### config.mk
export PLATFORM = sky130hd
export DESIGN_NAME = audio_output_pdm_flat
export DESIGN_NICKNAME = d
export VERILOG_FILES = /design/src/rtl/audio_output_pdm_if.sv /design/src/rtl/audio_output_pdm.sv /design/src/flat_wrapper.sv
export SDC_FILE = /design/constraint.sdc
export NUM_CORES = 1
export LEC_CHECK = 0
export ABC_CLOCK_PERIOD_IN_PS = 3600
export BUFFER_PORTS_ARGS = -buffer_cell sky130_fd_sc_hd__buf_2
export CELL_PAD_IN_SITES_DETAIL_PLACEMENT = 0
export CELL_PAD_IN_SITES_GLOBAL_PLACEMENT = 1
export CORE_MARGIN = 2
export CORE_UTILIZATION = 44
export CTS_CLUSTER_DIAMETER = 30
export DETAILED_ROUTE_END_ITERATION = 10
export GPL_ROUTABILITY_DRIVEN = 0
export PLACE_DENSITY_LB_ADDON = 0.2
export SLEW_MARGIN = 10
export SYNTH_ARGS = -nofsm -noshare
export SYNTH_HDL_FRONTEND = slang
export SYNTH_SLANG_ARGS = --single-unit
### constraint.sdc
create_clock -name clk -period 3.6 [get_ports clk]
set_input_delay 0.36 -clock clk [delete_from_list [all_inputs] [get_ports clk]]
set_output_delay 0.36 -clock clk [all_outputs]
set_load 0.02 [all_outputs]
### src/rtl/audio_output_pdm_if.sv
// Playback port bundle for audio_output_pdm: switches, OutputBuffer port-B read bus and audio jack outputs.
// master = playback engine side, slave = buffer/board side.
interface audio_output_pdm_if;
  logic [1:0]  sw;
  logic [15:0] end_address;
  logic [15:0] read_address;
  logic        read_enable;
  logic [15:0] read_data;
  logic        PDM_out;
  logic        AUD_SD;
  logic        busy;
  logic        done;

  modport master (
    input  sw, end_address, read_data,
    output read_address, read_enable, PDM_out, AUD_SD, busy, done
  );

  modport slave (
    output sw, end_address, read_data,
    input  read_address, read_enable, PDM_out, AUD_SD, busy, done
  );
endinterface

### src/rtl/audio_output_pdm.sv
// Serializes OutputBuffer words LSB-first onto a 1-bit PDM stream, one bit per clk, with seamless word prefetch.
// Optional macro AUDIO_OUTPUT_LOOP_EN: wrap end_q -> 0 continuously until play is released.
module audio_output_pdm #(
  parameter int unsigned MEM_WIDTH = 16,
  parameter int unsigned MEM_DEPTH = 65536
) (
  input  logic                clk,
  input  logic                reset,
  audio_output_pdm_if.master  bus
);

  localparam int unsigned AW = 16;
  localparam int unsigned BW = 4;
  localparam logic [BW-1:0] PREFETCH_BIT = 4'd13;
  localparam logic [BW-1:0] LAST_BIT     = 4'd15;

  typedef enum logic [1:0] {IDLE, FETCH, LOAD, PLAY} state_t;

  state_t               r_state, w_state;
  logic [AW-1:0]        r_end_q, w_end_q;
  logic [AW-1:0]        r_addr, w_addr;
  logic                 r_ren, w_ren;
  logic [MEM_WIDTH-1:0] r_shift, w_shift;
  logic [BW-1:0]        r_bit, w_bit;
  logic                 r_last, w_last;
  logic                 r_pdm, w_pdm;
  logic                 r_sd, w_sd;
  logic                 r_done, w_done;
  logic                 w_stop;
  logic [AW-1:0]        w_inc;
  logic [AW-1:0]        w_next_addr;

  assign w_inc = (r_addr == AW'(MEM_DEPTH - 1)) ? '0 : r_addr + AW'(1);

`ifdef AUDIO_OUTPUT_LOOP_EN
  assign w_stop      = ~bus.sw[0];
  assign w_next_addr = (r_addr == r_end_q) ? '0 : w_inc;
`else
  assign w_stop      = (r_addr == r_end_q) | ~bus.sw[0];
  assign w_next_addr = w_inc;
`endif

  // Next-state and output decode; the prefetch request is registered so it is on the bus while bit_index==14
  always_comb begin
    w_state = r_state;
    w_end_q = r_end_q;
    w_addr  = r_addr;
    w_ren   = 1'b0;
    w_shift = r_shift;
    w_bit   = r_bit;
    w_last  = r_last;
    w_pdm   = 1'b0;
    w_sd    = 1'b0;
    w_done  = 1'b0;
    case (r_state)
      IDLE: begin
        w_addr = '0;
        if (bus.sw[0]) begin
          w_state = FETCH;
          w_end_q = bus.end_address;
          w_ren   = 1'b1;
        end
      end
      FETCH: w_state = LOAD;
      LOAD: begin
        w_shift = bus.read_data;
        w_bit   = '0;
        w_last  = 1'b0;
        w_state = PLAY;
      end
      PLAY: begin
        w_pdm = r_shift[r_bit] & ~bus.sw[1];
        w_sd  = ~bus.sw[1];
        w_bit = r_bit + BW'(1);
        if (r_bit == PREFETCH_BIT) begin
          w_last = w_stop;
          if (!w_stop) begin
            w_ren  = 1'b1;
            w_addr = w_next_addr;
          end
        end
        if (r_bit == LAST_BIT) begin
          if (r_last) begin
            w_done  = 1'b1;
            w_state = IDLE;
            w_addr  = '0;
          end else begin
            w_shift = bus.read_data;
          end
        end
      end
      default: w_state = IDLE;
    endcase
  end

  always_ff @(posedge clk) begin
    if (reset) begin
      r_state <= IDLE;
      r_end_q <= '0;
      r_addr  <= '0;
      r_ren   <= 1'b0;
      r_shift <= '0;
      r_bit   <= '0;
      r_last  <= 1'b0;
      r_pdm   <= 1'b0;
      r_sd    <= 1'b0;
      r_done  <= 1'b0;
    end else begin
      r_state <= w_state;
      r_end_q <= w_end_q;
      r_addr  <= w_addr;
      r_ren   <= w_ren;
      r_shift <= w_shift;
      r_bit   <= w_bit;
      r_last  <= w_last;
      r_pdm   <= w_pdm;
      r_sd    <= w_sd;
      r_done  <= w_done;
    end
  end

  assign bus.read_address = r_addr;
  assign bus.read_enable  = r_ren;
  assign bus.PDM_out      = r_pdm;
  assign bus.AUD_SD       = r_sd;
  assign bus.busy         = (r_state != IDLE);
  assign bus.done         = r_done;

endmodule
### src/flat_wrapper.sv
// flat-port wrapper written by rule: the top's interface ports become plain ports
module audio_output_pdm_flat 
#(
  parameter int unsigned MEM_WIDTH = 16,
  parameter int unsigned MEM_DEPTH = 65536
)
  (clk, reset, bus_sw, bus_end_address, bus_read_data, bus_read_address, bus_read_enable, bus_PDM_out, bus_AUD_SD, bus_busy, bus_done);
  audio_output_pdm_if bus_i ();
  input  logic clk;
  input  logic reset;
  input wire logic [$bits(bus_i.sw)-1:0] bus_sw;
  input wire logic [$bits(bus_i.end_address)-1:0] bus_end_address;
  input wire logic [$bits(bus_i.read_data)-1:0] bus_read_data;
  output wire logic [$bits(bus_i.read_address)-1:0] bus_read_address;
  output wire logic [$bits(bus_i.read_enable)-1:0] bus_read_enable;
  output wire logic [$bits(bus_i.PDM_out)-1:0] bus_PDM_out;
  output wire logic [$bits(bus_i.AUD_SD)-1:0] bus_AUD_SD;
  output wire logic [$bits(bus_i.busy)-1:0] bus_busy;
  output wire logic [$bits(bus_i.done)-1:0] bus_done;
  assign bus_i.sw = bus_sw;
  assign bus_i.end_address = bus_end_address;
  assign bus_i.read_data = bus_read_data;
  assign bus_read_address = bus_i.read_address;
  assign bus_read_enable = bus_i.read_enable;
  assign bus_PDM_out = bus_i.PDM_out;
  assign bus_AUD_SD = bus_i.AUD_SD;
  assign bus_busy = bus_i.busy;
  assign bus_done = bus_i.done;
  audio_output_pdm #(.MEM_WIDTH(MEM_WIDTH), .MEM_DEPTH(MEM_DEPTH)) u_core (.clk(clk), .reset(reset), .bus(bus_i));
endmodule
==> results of run 1 <==
[cell families after synthesis]
kind of cell / Yosys count / synth area share [%]
AND/OR/NAND/NOR: 143 / 23.9
AO/OA/AOI/OAI: 67 / 15.3
flip-flops: 59 / 39.5
buffers and inverters: 30 / 4.14
multiplexers: 26 / 9.54
XOR/XNOR: 16 / 4.69
adder cells (fa/ha/maj): 7 / 2.93
[critical path: stages, from the launching register on]
cell and delay (ns):
sky130_fd_sc_hd__dfxtp_1 0.69, sky130_fd_sc_hd__ha_1 0.23, sky130_fd_sc_hd__and3_1 0.21, sky130_fd_sc_hd__and2_2 0.24, sky130_fd_sc_hd__nand2b_1 0.25, sky130_fd_sc_hd__o21ai_0 0.53, sky130_fd_sc_hd__o221ai_2 0.17
[per-layer routing]
layer	track usage, %	part of all wire (%)	vias up
met1	32.8	50	1287
met2	29.9	42	77
met4	7.39	1.4	0
li1	-	-	1358
met5	0	0	-
met3	6.67	6.3	10
[through the flow]
step / util, % / instances / cell area (um2) / power, mW
2_1_floorplan: - / 348 / 2990 / 1.18
3_3_place_gp: 49.3 / 466 / 3290 / 1.29
3_5_place_dp: 49.3 / 466 / 3290 / 1.30
4_1_cts: 52.2 / 482 / 3490 / 1.90
5_1_grt: 52.2 / 482 / 3490 / 2.01
6_report: 52.2 / 482 / 3490 / 1.89
[cell type report]
| type | count | area, um2 | share of cell area, % |
|---|---|---|---|
| multi-input combinational | 259 | 1680 | 48.3 |
| sequential | 59 | 1180 | 33.8 |
| timing repair buffer | 56 | 280 | 8.03 |
| clock buffer | 13 | 179 | 5.13 |
| tap | 80 | 100 | 2.87 |
| inverter | 12 | 45.0 | 1.29 |
| clock inverter | 3 | 20.0 | 0.574 |
[registers in the layout, indices dropped and copies added (netlist names), 2 cells and up]
name                     flops
u_core.r_end_q              16
u_core.r_shift              16
u_core.r_state               2
u_core.r_bit                 4
u_core.bus.read_address     16
[path summary, 6_finish.rpt]
check,from,endpoint,slack (ns)
worst min register to register,u_core.r_end_q[13],u_core.r_end_q[13],0.47
worst min-delay path,bus_sw[1],u_core.bus.AUD_SD,0.19
worst max register to register,u_core.r_bit[0],u_core.bus.read_address[14],1.13
worst max-delay path,u_core.r_bit[0],u_core.bus.read_address[14],1.13
[synth_stat cells, drive strengths merged (2+ instances only)]
cell type | number | area (um2)
a2111oi | 2 | 23.8
a32o | 2 | 20.0
nand3b | 3 | 22.5
dfxtp | 59 | 1180
ha | 7 | 87.6
a31oi | 2 | 12.5
nand4b | 3 | 26.3
a21oi | 28 | 144
inv | 12 | 45.0
buf | 5 | 27.5
mux4 | 2 | 45.0
nand2 | 50 | 188
clkbuf | 13 | 51.3
nand2b | 5 | 31.3
o31ai | 5 | 37.5
nor4 | 7 | 43.8
o21ai | 9 | 45.0
and4 | 2 | 17.5
a211oi | 2 | 15.0
nand4 | 8 | 56.3
nor2 | 32 | 120
and2 | 3 | 20.0
nor3 | 8 | 40.0
mux2i | 24 | 240
or4 | 5 | 37.5
or3 | 3 | 18.8
xor2 | 16 | 140
o221ai | 4 | 41.3
o221a | 2 | 22.5
o311ai | 3 | 26.3
nand3 | 7 | 40.0
[power groups by stage]
| stage | combinational [mW] | clock (mW) | sequential, mW |
|---|---|---|---|
| after global routing | 0.552 | 0.652 | 0.809 |
| final | 0.490 | 0.603 | 0.798 |
| after global placement | 0.481 | 0 | 0.810 |
| after floorplan | 0.384 | 0 | 0.794 |
| after detailed placement | 0.485 | 0 | 0.811 |
| after CTS | 0.487 | 0.617 | 0.798 |
==> results.sh, run 1 <==
export IMPL_hold_worst_slack_ns=0.188
export IMPL_core_area_mm2=0.00668
export IMPL_io_pin_count=57
export IMPL_status="completed"
export IMPL_num_vias=2732
export IMPL_postCtsHoldBufs=0
export IMPL_synth_nets=391
export IMPL_fin_crit_ns=2.47
export IMPL_initial_core_util_pct=44.7
export IMPL_hold_violations=0
export IMPL_layout_cells_most_common_list="sky130_fd_sc_hd__dfxtp_1, sky130_fd_sc_hd__buf_2, sky130_fd_sc_hd__nand2_1, sky130_fd_sc_hd__nor2_1, sky130_fd_sc_hd__a21oi_1"
export IMPL_cp_max_fo=11
export IMPL_power_leakage_nw=1.49
export IMPL_hold_class="in2reg"
export IMPL_internal_power_mw=1.24
export IMPL_slew_limit_headroom_pct=25.5
export IMPL_die_boundary_height_um=86.4
export IMPL_cts_max_path_buffers=2
export IMPL_p_clk_share_pct=31.9
export IMPL_area_growth_pct=16.7
export IMPL_timing_max_cap_violations=0
export IMPL_total_power_per_unit_cell_area_mw_per_mm2=542
export IMPL_synth_top_flop_cell="sky130_fd_sc_hd__dfxtp_1"
export IMPL_clock_sinks=59
export IMPL_largest_net_degree_at_the_start_of_global_routing=50
export IMPL_synth_edff_count=0
export IMPL_dp_worst_setup_slack_ns=1.15
export IMPL_portbufs=56
export IMPL_post_route_drc_count=0
export IMPL_via_count_of_the_first_global_routing_pass=2509
export IMPL_share_of_final_layout_standard_cells_stronger_than_drive_strength_1_pct=20.6
export IMPL_die_area_mm2=0.00747
export IMPL_sequentialPowerShare_pct=42.2
export IMPL_swShare_pct=34.5
export IMPL_yosysUniqueCellTypes=54
export IMPL_critical_path_arrival_ns=2.69
export IMPL_setup_worst_path_end_class="flop"
export IMPL_max_freq_mhz=406
export IMPL_detail_route_wl_per_cell_um=15.9
export IMPL_power_frac_comb_pct=25.9
export IMPL_final_antenna_net_count=0
export IMPL_row_count=30
export IMPL_final_setup_viol_count=0
export IMPL_syn_avg_cell_area_um2=8.59
export IMPL_cts_tree="done"
export IMPL_cell_area_after_technology_mapping_mm2=0.00299
export IMPL_synth_seq_cells=59
export IMPL_post_synthesis_sequential_area_ratio_pct=39.5
export IMPL_insertion_delay_ns=0.35
export IMPL_synthArstFlopShare_pct=0
export IMPL_cp_required_ns=3.82
export IMPL_design_final_nets=440
export IMPL_drt_first_pass_iters=4
export IMPL_grt_remaining_overflow=0
export IMPL_number_of_antenna_violations_at_the_first_check_in_global_routing=0
export IMPL_synthesis_yosys_warnings=0
export IMPL_via_per_inst=5.67
export IMPL_final_report_max_slew_violation_count=0
export IMPL_worstSetupPathType="reg2reg"
export IMPL_final_setup_worst_slack_ns=1.13
export IMPL_cell_count_after_synthesis=348
export IMPL_leading_cell_type_in_the_layout_fill_and_taps_excluded="sky130_fd_sc_hd__dfxtp_1"
export IMPL_clockRootBuffer="sky130_fd_sc_hd__clkbuf_8"
export IMPL_detailed_place_hpwl_um=5210
export IMPL_numCtsBuffers=9
export IMPL_cts_setup_buffers=0
export IMPL_clock_skew_final_ns=0.00809
export IMPL_rsz_0062_raised_after_global_routing="no"
export IMPL_timing_hold_worst_path_depth=2
export IMPL_rr_worst_depth=6
export IMPL_global_route_usage_total_pct=22.0
export IMPL_h_tree_depth=3
export IMPL_post_route_period_util_pct=68.5
export IMPL_cts_resized_gates=0
export IMPL_tns_ns=0
export IMPL_die_w_um=86.4
export IMPL_peak_supply_drop_mv=0.349
export IMPL_start_kind="flop"
export IMPL_switchingPower_mw=0.652
export IMPL_detail_route_iter0_violations=190
export IMPL_actual_slew_at_the_worst_max_slew_pin_ns=1.12
export IMPL_antennaDiodeCount=0
export IMPL_clock_pin_slew_worst_setup_and_hold_paths_ns=0.07
export IMPL_count_of_fill_cells_added_during_filler_insertion=679
export IMPL_grt_first_pass_wirelength_um=12600
export IMPL_total_routed_length_um=7650
Power figures use the tool's default switching activity.
==> run 2: changes to the inputs <==
--- a/config.mk
+++ b/config.mk
@@ -5,12 +5,13 @@
 export SDC_FILE = /design/constraint.sdc
 export NUM_CORES = 1
 export LEC_CHECK = 0
-export ABC_CLOCK_PERIOD_IN_PS = 3600
+export ABC_AREA = 1
+export ABC_CLOCK_PERIOD_IN_PS = 2000
 export BUFFER_PORTS_ARGS = -buffer_cell sky130_fd_sc_hd__buf_2
 export CELL_PAD_IN_SITES_DETAIL_PLACEMENT = 0
 export CELL_PAD_IN_SITES_GLOBAL_PLACEMENT = 1
 export CORE_MARGIN = 2
-export CORE_UTILIZATION = 44
+export CORE_UTILIZATION = 35
 export CTS_CLUSTER_DIAMETER = 30
 export DETAILED_ROUTE_END_ITERATION = 10
 export GPL_ROUTABILITY_DRIVEN = 0
==> constraint.sdc (replaced) <==
create_clock -name clk -period 2 [get_ports clk]
set_input_delay 0.2 -clock clk [delete_from_list [all_inputs] [get_ports clk]]
set_output_delay 0.2 -clock clk [all_outputs]
set_load 0.02 [all_outputs]
==> run 2 against run 1 <==
Effect of this change: via count is 15% higher; critical path depth up 3; fmax grew 38%; synthesized cell count rose by 34%; cell area grew 8.7%; flip-flop and latch count did not move.
==> results.sh, run 2 <==
export IMPL_status="completed"
export IMPL_design_final_nets=585
export IMPL_yosysUniqueCellTypes=36
export IMPL_core_area_mm2=0.00864
export IMPL_via_per_inst=4.79
export IMPL_fin_area_mm2=0.00379
export IMPL_hold_start="bus_sw[1]"
export IMPL_grt_remaining_overflow=0
export IMPL_insertion_delay_ns=0.34
export IMPL_share_of_final_layout_standard_cells_stronger_than_drive_strength_1_pct=19.2
export IMPL_timing_critical_path_buf_inv=2
export IMPL_detailroute_wirelength_met2_um=4050
export IMPL_antennaDiodeCount=0
export IMPL_via_count_of_the_first_global_routing_pass=2976
export IMPL_final_report_max_slew_violation_count=0
export IMPL_timing_hold_worst_path_depth=2
export IMPL_syn_avg_cell_area_um2=6.60
export IMPL_portbufs=56
export IMPL_num_vias=3136
export IMPL_start_kind="flop"
export IMPL_clock_sinks=59
export IMPL_sequentialPowerShare_pct=38.2
export IMPL_die_boundary_height_um=97.9
export IMPL_initial_core_util_pct=35.7
export IMPL_internal_power_mw=2.52
export IMPL_numCtsBuffers=9
export IMPL_setup_worst_path_start="u_core.r_bit[1]"
export IMPL_die_area_mm2=0.00959
export IMPL_final_setup_viol_count=0
export IMPL_slew_limit_headroom_pct=76.8
export IMPL_post_synth_top_count_cell="sky130_fd_sc_hd__nand2_1"
export IMPL_grt_first_pass_wirelength_um=14100
export IMPL_tns_ns=0
export IMPL_row_count=34
export IMPL_worst_r2r_setup_slack_ns=0.21
export IMPL_rr_worst_depth=9
export IMPL_yosys_area_top_type_share_pct=38.3
export IMPL_setup_worst_path_end_class="flop"
export IMPL_cell_count_after_synthesis=468
export IMPL_max_freq_mhz=560
export IMPL_postCtsHoldBufs=0
export IMPL_cts_max_path_buffers=2
export IMPL_critPathMaxStageDelay_ns=0.38
export IMPL_synth_seq_cells=59
export IMPL_power_frac_comb_pct=31.5
export IMPL_cell_area_after_technology_mapping_mm2=0.00309
export IMPL_cp_required_ns=2.23
export IMPL_min_delay_worst_endpoint="u_core.bus.AUD_SD"
export IMPL_synthArstFlopShare_pct=0
export IMPL_critical_path_slowest_cell="sky130_fd_sc_hd__dfxtp_1"
export IMPL_swShare_pct=35.7
export IMPL_hold_class="in2reg"
export IMPL_total_routed_length_um=8460
export IMPL_cts_tree="done"
export IMPL_worst_r2r_endpoint="u_core.bus.read_address[4]"
export IMPL_timing_max_cap_violations=0
export IMPL_switchingPower_mw=1.40
export IMPL_h_tree_depth=3
export IMPL_detailroute_wirelength_met3_um=300
export IMPL_cell_by_cell_listing_of_the_critical_path="inv_1, ha_1, nand3_1, nor2_2, nand2_4, inv_2, nand2_1, o21ai_0, nor2_1"
export IMPL_area_growth_pct=22.9
export IMPL_hold_violations=0
export IMPL_power_leakage_nw=1.73
export IMPL_rsz_0062_raised_after_global_routing="no"
export IMPL_drt_met1_wl_um=3980
export IMPL_synth_top_cell_by_area="sky130_fd_sc_hd__dfxtp_1"
export IMPL_io_pin_count=57
export IMPL_count_of_fill_cells_added_during_filler_insertion=959
export IMPL_clock_skew_final_ns=0.00734
export IMPL_peak_supply_drop_mv=0.418
export IMPL_synth_top_cells_by_area="sky130_fd_sc_hd__dfxtp_1, sky130_fd_sc_hd__nand2_1, sky130_fd_sc_hd__o21ai_0"
export IMPL_timing_critical_path_max_delay_family="simple AND/OR/NAND/NOR gates"
export IMPL_detail_route_wl_per_cell_um=12.9
export IMPL_die_w_um=97.9
export IMPL_synth_top_flop_cell="sky130_fd_sc_hd__dfxtp_1"
export IMPL_global_route_usage_total_pct=18.4
export IMPL_route_top_layer_used="met4"
export IMPL_p_clk_share_pct=30.2
export IMPL_critical_path_arrival_ns=2.02
export IMPL_place_area_mm2=0.00358
export IMPL_layout_cells_most_common_list="sky130_fd_sc_hd__nand2_1, sky130_fd_sc_hd__dfxtp_1, sky130_fd_sc_hd__inv_1, sky130_fd_sc_hd__buf_2, sky130_fd_sc_hd__o21ai_0"
export IMPL_cp_max_fo=10
export IMPL_fin_crit_ns=1.79
export IMPL_post_synthesis_sequential_area_ratio_pct=38.3
export IMPL_actual_slew_at_the_worst_max_slew_pin_ns=0.343
export IMPL_worstSetupPathType="reg2reg"
export IMPL_largest_net_degree_at_the_start_of_global_routing=24
export IMPL_final_antenna_net_count=0
export IMPL_clock_pin_slew_worst_setup_and_hold_paths_ns=0.07
export IMPL_synthesis_yosys_warnings=0
export IMPL_post_route_drc_count=0
export IMPL_clockRootBuffer="sky130_fd_sc_hd__clkbuf_8"
export IMPL_netlist_top_cells_count="sky130_fd_sc_hd__nand2_1, sky130_fd_sc_hd__dfxtp_1, sky130_fd_sc_hd__inv_1, sky130_fd_sc_hd__o21ai_0, sky130_fd_sc_hd__nor2_1"
export IMPL_total_power_per_unit_cell_area_mw_per_mm2=1030
export IMPL_detailed_place_hpwl_um=6290
export IMPL_detail_route_iter0_violations=142
export IMPL_rr_startpoint="u_core.r_bit[1]"
export IMPL_drt_first_pass_iters=5
export IMPL_synth_edff_count=0
export IMPL_number_of_antenna_violations_at_the_first_check_in_global_routing=0
export IMPL_post_route_period_util_pct=89.3
export IMPL_leading_cell_type_in_the_layout_fill_and_taps_excluded="sky130_fd_sc_hd__nand2_1"
export IMPL_synth_nets=511
## run 2: cell types whose count changed after synthesis, moves of 15 or more
| cell | delta |
|---|---|
| sky130_fd_sc_hd__nor2_1 | +17 |
| sky130_fd_sc_hd__nand3_1 | +19 |
| sky130_fd_sc_hd__a21oi_1 | +20 |
| sky130_fd_sc_hd__inv_1 | +45 |
| sky130_fd_sc_hd__nand2_1 | +70 |
| sky130_fd_sc_hd__xor2_1 | -15 |
| sky130_fd_sc_hd__mux2i_1 | -24 |
| sky130_fd_sc_hd__o21ai_0 | +42 |
## run 2: what timing repair did
| item | in CTS | in global routing |
|---|---|---|
| endpoints found under the setup margin | 0 | 2 |
| buffers inserted | 0 | 1 |
| gates resized for setup | 0 | 1 |
| hold endpoints to repair | 0 | 0 |
## run 2: logic make-up after synthesis
kind of cell | count (synthesis) | synth area share [%]
AO/OA/AOI/OAI | 110 | 19.1
adder cells (fa/ha/maj) | 7 | 2.84
AND/OR/NAND/NOR | 214 | 29.1
buffers and inverters | 76 | 10.1
flip-flops | 59 | 38.3
XOR/XNOR | 2 | 0.568
## run 2: layout make-up
cell class	count	area, um2	share of cell area (%)
repair buffers	78	445	11.7
well taps	108	135	3.56
clock inverters	6	80.1	2.11
flip-flops and latches	59	1180	31.1
inverters	61	229	6.04
clock buffers	10	128	3.36
multi-input cells	333	1600	42.1
## run 2: power by group through the flow
| stage | Sequential (mW) | Combinational [mW] | Clock [mW] |
|---|---|---|---|
| after floorplan | 1.51 | 0.879 | 0 |
| after detailed placement | 1.52 | 1.24 | 0 |
| after CTS | 1.50 | 1.25 | 1.22 |
| after global routing | 1.52 | 1.43 | 1.27 |
| final | 1.50 | 1.24 | 1.18 |
| after global placement | 1.52 | 1.24 | 0 |
## run 2: per-stage QoR
stage	hold WS (ns)	power, mW	cells	setup slack [ns]	utilization, %
6_report	0.0215	3.92	655	0.214	43.9
2_1_floorplan	0.284	2.39	468	0.226	-
3_3_place_gp	0.374	2.76	638	0.176	41.4
5_1_grt	0.00990	4.21	655	0.0307	43.9
4_1_cts	0.00368	3.96	654	0.155	43.8
3_5_place_dp	0.379	2.77	638	0.190	41.4
## run 2: routing by layer
metal  up-vias  global-route usage, %
li1       1663                      -
met1      1408                   23.7
met2        58                   30.5
met3         7                   3.87
met4         0                   6.84
met5         -                      0
## run 2: how the worst max path moves through the flow
stage                                       endpoint  slack (ns)  depth (start not counted)
final                     u_core.bus.read_address[4]        0.21                          9
after CTS                 u_core.bus.read_address[8]        0.16                          9
after global placement    u_core.bus.read_address[8]        0.18                          9
after floorplan           u_core.bus.read_address[5]        0.23                          8
after detailed placement  u_core.bus.read_address[8]        0.19                          9
after global routing      u_core.bus.read_address[4]        0.03                          9
